--- src/rtl/music_pkg.sv ---
// Shared types and constants for the music player: FSM state encoding,
// sheet field widths, duration codes and the rest marker.
package music_pkg;

  localparam int IDX_W  = 10;
  localparam int NOTE_W = 20;
  localparam int DUR_W  = 5;

  typedef enum logic [1:0] {
    IDLE = 2'd0,
    LOAD = 2'd1,
    PLAY = 2'd2,
    GAP  = 2'd3
  } player_state_t;

  // Durations are in eighth-note ticks; ONE/TWO/FOUR count quarter-note beats.
  localparam logic [DUR_W-1:0] QUARTER = 5'd2;
  localparam logic [DUR_W-1:0] HALF    = 5'd4;
  localparam logic [DUR_W-1:0] ONE     = 5'd2;
  localparam logic [DUR_W-1:0] TWO     = 5'd4;
  localparam logic [DUR_W-1:0] FOUR    = 5'd8;

  localparam logic [NOTE_W-1:0] SP = 20'd1;

  // A zero-length entry still plays for one tick so the sequencer always advances.
  function automatic logic [DUR_W-1:0] dur_floor(input logic [DUR_W-1:0] d);
    return (d == '0) ? DUR_W'(1) : d;
  endfunction

endpackage

--- src/rtl/music_player_tone_gen.sv ---
// Half-period counter and toggle flop producing the speaker square wave.
// Output is silent when disabled or when the half-period marks a rest (<= 1).
module tone_gen
  import music_pkg::*;
#(
  parameter int HP_W = NOTE_W
) (
  input  logic            clk,
  input  logic            rst_n,
  input  logic            en,
  input  logic            clear,
  input  logic [HP_W-1:0] half_period,
  output logic            wave
);

  logic [HP_W-1:0] cnt;
  logic            wave_q;
  logic            active;

  assign active = en && (half_period > HP_W'(1));

  always_ff @(posedge clk or negedge rst_n) begin
    if (!rst_n) begin
      cnt    <= '0;
      wave_q <= 1'b0;
    end else if (clear) begin
      cnt    <= '0;
      wave_q <= 1'b0;
    end else if (active) begin
      if (cnt == half_period - HP_W'(1)) begin
        cnt    <= '0;
        wave_q <= ~wave_q;
      end else begin
        cnt <= cnt + HP_W'(1);
      end
    end
  end

  assign wave = active & wave_q;

endmodule

--- src/rtl/music_player.sv ---
// Note sequencer: steps the sheet index, plays each note for its duration,
// then a silent gap. Optional macro MUSIC_PLAYER_LOOP_EN repeats the tune until stop.
module music_player
  import music_pkg::*;
#(
  parameter int TICK_CYCLES = 12_500_000,
  parameter int GAP_CYCLES  = 1_000_000,
  parameter int LAST_INDEX  = 10
) (
  input  logic              clk,
  input  logic              rst_n,
  input  logic              start,
  input  logic              stop,
  output logic [IDX_W-1:0]  number,
  input  logic [NOTE_W-1:0] note,
  input  logic [DUR_W-1:0]  duration,
  output logic              speaker,
  output logic              busy,
  output logic              done,
  output player_state_t     dbg_state
);

  localparam int TICK_W = (TICK_CYCLES > 1) ? $clog2(TICK_CYCLES) : 1;
  localparam int GAP_W  = (GAP_CYCLES > 1) ? $clog2(GAP_CYCLES) : 1;

  player_state_t     state, state_d;
  logic [NOTE_W-1:0] note_q;
  logic [DUR_W-1:0]  dur_q;
  logic [TICK_W-1:0] tick_cnt;
  logic [GAP_W-1:0]  gap_cnt;
  logic              tick_last, gap_last, is_last;

  assign tick_last = (tick_cnt == TICK_W'(TICK_CYCLES - 1));
  assign gap_last  = (gap_cnt == GAP_W'(GAP_CYCLES - 1));
  assign is_last   = (number == IDX_W'(LAST_INDEX));

  always_ff @(posedge clk or negedge rst_n) begin
    if (!rst_n) state <= IDLE;
    else        state <= state_d;
  end

  always_comb begin
    state_d = state;
    case (state)
      IDLE: if (start) state_d = LOAD;
      LOAD: state_d = PLAY;
      PLAY: if (tick_last && dur_q == DUR_W'(1)) state_d = GAP;
      GAP: begin
        if (gap_last) begin
          if (is_last) begin
`ifdef MUSIC_PLAYER_LOOP_EN
            state_d = LOAD;
`else
            state_d = IDLE;
`endif
          end else begin
            state_d = LOAD;
          end
        end
      end
      default: state_d = IDLE;
    endcase
    // stop overrides start and the end-of-tune transition
    if (stop) state_d = IDLE;
  end

  always_ff @(posedge clk or negedge rst_n) begin
    if (!rst_n) begin
      number   <= '0;
      note_q   <= '0;
      dur_q    <= '0;
      tick_cnt <= '0;
      gap_cnt  <= '0;
      done     <= 1'b0;
    end else begin
      done <= (state == GAP) && gap_last && is_last && !stop;
      case (state)
        IDLE: begin
          number   <= '0;
          tick_cnt <= '0;
          gap_cnt  <= '0;
        end
        LOAD: begin
          note_q   <= note;
          dur_q    <= dur_floor(duration);
          tick_cnt <= '0;
          gap_cnt  <= '0;
        end
        PLAY: begin
          if (tick_last) begin
            tick_cnt <= '0;
            dur_q    <= dur_q - DUR_W'(1);
          end else begin
            tick_cnt <= tick_cnt + TICK_W'(1);
          end
        end
        GAP: begin
          if (gap_last) begin
            gap_cnt <= '0;
            number  <= is_last ? '0 : number + IDX_W'(1);
          end else begin
            gap_cnt <= gap_cnt + GAP_W'(1);
          end
        end
        default: ;
      endcase
      if (stop) number <= '0;
    end
  end

  tone_gen #(.HP_W(NOTE_W)) u_tone (
    .clk         (clk),
    .rst_n       (rst_n),
    .en          (state == PLAY),
    .clear       (state == LOAD),
    .half_period (note_q),
    .wave        (speaker)
  );

  assign busy      = (state != IDLE);
  assign dbg_state = state;

endmodule
--- config.mk ---
export PLATFORM = sky130hd
export DESIGN_NAME = music_player
export DESIGN_NICKNAME = d
export VERILOG_FILES = /design/src/rtl/music_pkg.sv /design/src/rtl/music_player_tone_gen.sv /design/src/rtl/music_player.sv
export SDC_FILE = /design/constraint.sdc
export NUM_CORES = 1
export LEC_CHECK = 0
export CAP_MARGIN = 20
export CELL_PAD_IN_SITES_DETAIL_PLACEMENT = 1
export CELL_PAD_IN_SITES_GLOBAL_PLACEMENT = 1
export CORE_ASPECT_RATIO = 0.9
export CORE_MARGIN = 2
export CORE_UTILIZATION = 50
export CTS_BUF_LIST = sky130_fd_sc_hd__clkbuf_8 sky130_fd_sc_hd__clkbuf_16
export CTS_CLUSTER_DIAMETER = 100
export DETAILED_ROUTE_END_ITERATION = 8
export PLACE_DENSITY_LB_ADDON = 0.1
export SETUP_SLACK_MARGIN = 0.2
export SYNTH_ARGS = -nofsm -noshare
export SYNTH_HDL_FRONTEND = slang
export SYNTH_SLANG_ARGS = --single-unit
--- constraint.sdc ---
create_clock -name clk -period 5.5 [get_ports clk]
set_clock_uncertainty 0.1 [all_clocks]
set_input_delay 0.825 -clock clk [delete_from_list [all_inputs] [get_ports clk]]
set_output_delay 0.825 -clock clk [all_outputs]
set_load 0.01 [all_outputs]
==> results.cfg <==
[status]
status = complete, no violations

[place]
place_ws_ps = 1847
place_area_sq_um = 6576
hpwl_um = 11040
port-buffer-count = 43
place_inst = 831
place.gp.congestion = 0.7775

[clocking]
post_cts_buffers = 0
hold_buffers = 0
numCtsBuffers = 9
clkTransAtPathRegs_ps = 70
htree_levels = 3
cts_resized = 0
root_buffer = clkbuf_16
clock-sinks = 103
clk_latency_ps = 360
cts_tree = built
clk_path_buf_depth = 2

[sta]
slew_viol_final = 0
min_period_over_period_pct = 73.38
grt_setup_unrepaired = no
hold_viol = 0
max_freq_mhz = 247.8
timing.final.crit_period_ps = 4036
max_slew.worst_pin.slew_ps = 1037
setup_ws_ps = 1464
slew_headroom_pct = 30.85
holdWs_ps = 389.0
finalSetupViolCount = 0
finalSetupTns_ps = 0

[layout]
area_delta_synth_final_pct = 13.03
final_cell_count_no_fill = 847
drive_gt1_share_pct = 10.33
fillCellCount = 1387
diodes = 0
postLayoutCellArea_sq_um = 6870
multi_input_area_sq_um = 3261
utilization_pct = 57.34
nNetsFinal = 727
seq_area_sq_um = 2577

[worst_setup_path]
rr_endpoint = u_tone.cnt[5]
r2r-start = note_q[1]
endpoint_kind = output pin
crit_type = reg2out
critPathLaunchType = flip-flop
critical_path_buf_inv_count = 2
worstPathRequired_ps = 4580
path_cells = inv_1 > ha_1 > nor2_1 > or4_2 > o41a_2 > and2_1 > clkdlybuf4s50_1
critPathArrivalTime_ps = 3110
path_delay_family = simple AND/OR/NAND/NOR gates
slowest_stage = or4_2
reg2reg_depth = 9
rrSetupSlack_ps = 1930
max_stage_delay_ps = 600
cp_max_fo = 10

[pwr]
p_seq_share_pct = 40.6
p_leak_nw = 2.739
switchingPower_mw = 0.9983
powerDensity_nw_per_um2 = 376.9
p_sw_share_pct = 38.56
p_clk_share_pct = 24.4
vdd_drop_max_v = 0.0002215
p_int_mw = 1.591
p_total_mw = 2.589
power_frac_comb_pct = 35.0

[route]
antenna_left = 0
vias = 4925
route.final.wire_length_um = 15430
vias_per_cell = 5.815
dr.pass1.iters = 4
drc_errors = 0
drt_iter0_drc = 293
routedWlPerCell_um = 18.22

[synthesis]
synth_nets = 696
synth_cells = 651
ys_ff_latch = 103
yosysWarnings = 0
ys_seq_area_share_pct = 42.40
async_flop_share_pct = 100.0
synth_area_sq_um = 6078
post_synth.cell_area_avg_sq_um = 9.337
synth_ff_type = dfrtp_1
yosys.cell_types.count = 67
synth-edff-count = 0

[die]
fp.dieArea_sq_um = 13060
dieWidth_um = 120.2
io_pins = 44
coreArea_sq_um = 11980
start_util_pct = 50.73
die_h_um = 108.6
fp-row-count = 38

[min_path]
worstHoldStart = tick_cnt[19]
hp-class = reg2reg
hold_path_depth = 1
holdPathEnd = tick_cnt[19]

[global_route]
grt_max_degree = 63
gr-total-overflow = 0
antenna_found_initial = 1
grt_pass1_wl_um = 25450
grtUsageTotal_pct = 24.67
grt_pass1_vias = 5062

[run]
cap_violations = 0
## per-layer routing
metal  global-route usage, %  up-vias  share of wire, %
li1                        -     2368                 -
met1                   32.58     2473                48
met2                   41.11       69                48
met3                   6.698       13               3.3
met4                   5.066        2               1.0
met5                       0        -             0.071
## registers in the layout, summed over array words and instances, names as in the netlist
register and flops:
u_tone.cnt 20, note_q 20, u_tone.wave_q 1, dbg_state 2, done 1, number 10
gap_cnt 20, tick_cnt 24, dur_q 5
## synth_stat cells (2+ instances only)
master	instances	area share (%)
nor2_1	62	3.8
a31oi_1	7	0.72
a21oi_1	23	1.9
nand2_1	41	2.5
o211ai_1	4	0.49
or4_2	2	0.29
nor4b_1	4	0.58
a311oi_1	2	0.29
xor2_1	29	4.2
o31ai_1	4	0.49
inv_1	22	1.4
buf_6	5	0.93
nand4_2	2	0.41
nor2b_1	5	0.51
and3_1	18	1.9
or4_4	3	0.56
nand4b_1	2	0.29
nor3_1	18	1.5
nand3b_1	2	0.25
ha_1	16	3.3
nor4bb_1	2	0.33
and4_1	4	0.58
nor4_1	11	1.1
nand2b_1	16	1.6
xnor2_1	35	5.0
o21ai_0	70	5.8
or3_1	5	0.51
clkbuf_1	18	1.1
nor2_2	10	1.0
a211oi_2	2	0.41
nand3_1	34	2.8
nor4_4	2	0.70
dfrtp_1	103	42
mux2_2	17	3.1
nand4_1	17	1.7
o22ai_1	3	0.31
## kinds of logic after synthesis
family	synth area share, %
buffers and inverters	3.952
XOR/XNOR	9.222
multiplexers	3.149
AO/OA/AOI/OAI	12.64
flip-flops	42.40
adder cells (fa/ha/maj)	3.294
AND/OR/NAND/NOR	25.34
## cell usage in the layout (no fill, tap or decap), types with 11 or more instances in the layout
cell               n
nor3_1            18
inv_1             22
clkdlybuf4s50_1   42
ha_1              16
xnor2_1           35
nor2_1            62
nor4_1            11
dfrtp_1          103
a21oi_1           23
mux2_2            17
o21ai_0           70
and3_1            18
xor2_1            29
nand3_1           34
nand2_1           41
nand2b_1          16
nand4_1           17
## power by group through the flow
stage	Combinational [mW]	Clock, mW	Sequential [mW]
final	0.905	0.632	1.05
after floorplan	0.745	0	0.991
after global placement	0.851	0	1.05
after detailed placement	0.901	0	1.06
after global routing	1.00	0.680	1.08
after CTS	0.911	0.647	1.05
## layout make-up
type	count	area share, %
timing repair buffer	46	6.629
multi-input combinational	500	47.46
sequential	103	37.52
inverter	22	1.202
clock inverter	5	0.6010
clock buffer	11	3.679
tap	160	2.914
## worst max path at each step
stage	cells past startpoint	to	startpoint	slack, ps
after CTS	7	speaker	note_q[1]	1460
after floorplan	7	speaker	note_q[0]	2400
after detailed placement	7	speaker	note_q[0]	1850
after global routing	7	speaker	note_q[1]	1370
final	7	speaker	note_q[1]	1460
after global placement	7	speaker	note_q[0]	1940
Note: power is estimated with default switching activity, not from simulation.
==> variant, RTL diff (config.mk and constraints unchanged) <==
`IDX_W`: 10 -> 11.
--- a/src/rtl/music_pkg.sv
+++ b/src/rtl/music_pkg.sv
@@ -4,3 +4,3 @@
 
-  localparam int IDX_W  = 10;
+  localparam int IDX_W  = 11;
   localparam int NOTE_W = 20;
Interface: changed (resized number); port bits go from 44 to 45. The function was not compared with the original's and may differ.
==> variant against the original RTL <==
  * Worst setup slack better by 0.24 ns
  * First-iteration DRC count down 25%
  * Power up 6.9%
  * Count of clock-buffer cells in the layout down 1
  * Global-route usage up 2.4 points
  * Register-to-register slack better by 0.28 ns
  * Largest cell class unchanged
  * Synthesized area up 1.6%
  * Sequential cell count up 1
  * Wire length up 10%
  * Final area up 2.4%
  * Sequential power up 4%
  * Worst hold slack better by 0.0054 ns
==> variant: results (changes against the original RTL) <==
* Headroom to the max-slew limit: 44.19% (+13 points)
- The post-synthesis net count was 716 (+2.9%).
- Fraction of met3 tracks used by global routing: 5.913% (-0.79 points)
* Distinct cell type count after synthesis: 71 (+6.0%)
- The arrival time of data at the critical path endpoint is 2.87 ns (-0.24 ns).
* WL met1: 7516 um (+2.3%)
- Count of non-filler cells in the finished layout: 864 (+2.0%)
- Share of cells above drive strength 1: 8.239% (-2.1 points)
- The tightest min-delay check is of the reg2reg type.
- Met2 usage in global routing: 47.63% (+6.5 points)
- DP Wirelength: 11880 um (+7.6%)
* Cell count after placement: 847 (+1.9%)
* Sum of negative setup slack: 0 ns (unchanged)
* Register-to-register setup slack: 2.21 ns (+0.28 ns)
- Overall fraction of global-route tracks in use: 27.06% (+2.4 points)
- Placer's final routability congestion estimate: 0.8051 (+3.5%)
- Final Routed Wirelength: 17050 um (+10%)
- The share of flip-flops with an asynchronous set or reset after synthesis was 100.0% (unchanged).
- The worst register-to-register path begins at note_q[0].
- Endpoint of the most critical register-to-register path: u_tone.cnt[7]
- The sequential area share after synthesis is 42.15% (-0.26 points).
- The met3 layer wire length in the routed design was 724 um (+41%).
* VDD IR-drop max: 0.0003062 V (+38%)
* Detailed-route via count: 5212 (+5.8%)
- Number of DRC markers in iteration 0: 219 (-25%)
- Beginning of the worst hold path: tick_cnt[21]
* Number of buffer cells added on primary ports: 44 (+2.3%)
- The global routing usage on met1 is 33.65% (+1.1 points).
- The top fanout value on the critical path is 6 (-4).
* Top Layer Used: met4
- Worst hold path endpoint: tick_cnt[21]
- The run finished with clean final reports.
* Initial antenna violation count: 0 (-1)
- The number of instances in the synthesized netlist came to 671 (+3.1%).
- Total leakage power: 0.002844 uW (+3.8%)
- The net switching power of the design came to 1073 uW (+7.5%).
- Ranked by total cell area, the synthesized netlist is headed by dfrtp_1 42%, o21ai_0 5.4%, xor2_1 4.7%, nor2_1 4.4%, xnor2_1 3.4%.
- Via count of the first global-routing pass: 5640 (+11%)
- Final Net Count: 744 (+2.3%)
-- variant: cell count changes in the layout (fill, tap and decap cells not counted), moves of 6 or more --
| cell | before | now |
|---|---|---|
| nand2b_1 | 16 | 9 |
| nor2_2 | 10 | 0 |
| xnor2_1 | 35 | 24 |
| nor2_1 | 62 | 73 |
| a21oi_1 | 23 | 16 |
| nand2_1 | 41 | 51 |
| nand4_1 | 17 | 11 |
| o31ai_1 | 4 | 11 |
-- variant: power groups by stage --
stage | Combinational (uW) | Sequential, uW | Clock, uW
6_report | 955 | 1090 | 724
5_1_grt | 1060 | 1110 | 761
4_1_cts | 956 | 1090 | 735
3_5_place_dp | 939 | 1090 | 0
3_3_place_gp | 890 | 1080 | 0
2_1_floorplan | 757 | 999 | 0
-- variant: layout make-up --
class                           count  area (um^2)
Tap cell                          160        200.2
Multi-Input combinational cell    518         3369
Inverter                           18        67.56
Timing Repair Buffer               48        467.9
Sequential cell                   104         2603
Clock inverter                      6        91.34
Clock buffer                       10        239.0
Fill cell                        1379         5039
-- variant: critical path: stages (launching register included) --
cell             delay [ns]
dfrtp_1                0.43
or4_1                  0.58
or2_2                  0.32
o41a_1                 0.47
and2_1                 0.23
clkdlybuf4s50_1        0.48
-- variant: stage by stage --
stage / setup WS (ns) / cell area (um^2) / hold WS [ns] / utilization [%] / power (uW)
finish: 1.707 / 7038 / 0.3944 / 58.28 / 2769
global route: 1.606 / 7038 / 0.4386 / 58.28 / 2940
floorplan: 2.696 / 6175 / 0.3509 / - / 1756
detailed placement: 2.107 / 6700 / 0.3891 / 55.48 / 2033
global placement: 2.146 / 6700 / 0.3766 / 55.48 / 1970
CTS: 1.704 / 7030 / 0.3972 / 58.22 / 2778
-- variant: kinds of logic (layout without fill, tap and decap cells) --
| kind of cell | count (synthesis) | after routing | share of synthesized area (%) |
|---|---|---|---|
| adders and majority gates | 16 | 16 | 3.242 |
| and+or+nand+nor | 278 | 278 | 23.87 |
| xor gates and xnor gates | 57 | 57 | 8.085 |
| muxes | 22 | 22 | 3.911 |
| buffers and inverters | 49 | 82 | 3.282 |
| DFF | 104 | 104 | 42.15 |
| AOI/OAI and AO/OA | 145 | 145 | 15.46 |
-- variant: worst max-delay path by stage --
stage / start / endpoint / slack [ns] / cells past startpoint
after global placement: note_q[14] / speaker / 2.15 / 5
after global routing: dbg_state[0] / speaker / 1.61 / 5
after floorplan: note_q[14] / speaker / 2.70 / 4
final: note_q[14] / speaker / 1.71 / 5
after CTS: note_q[14] / speaker / 1.70 / 5
after detailed placement: note_q[14] / speaker / 2.11 / 5
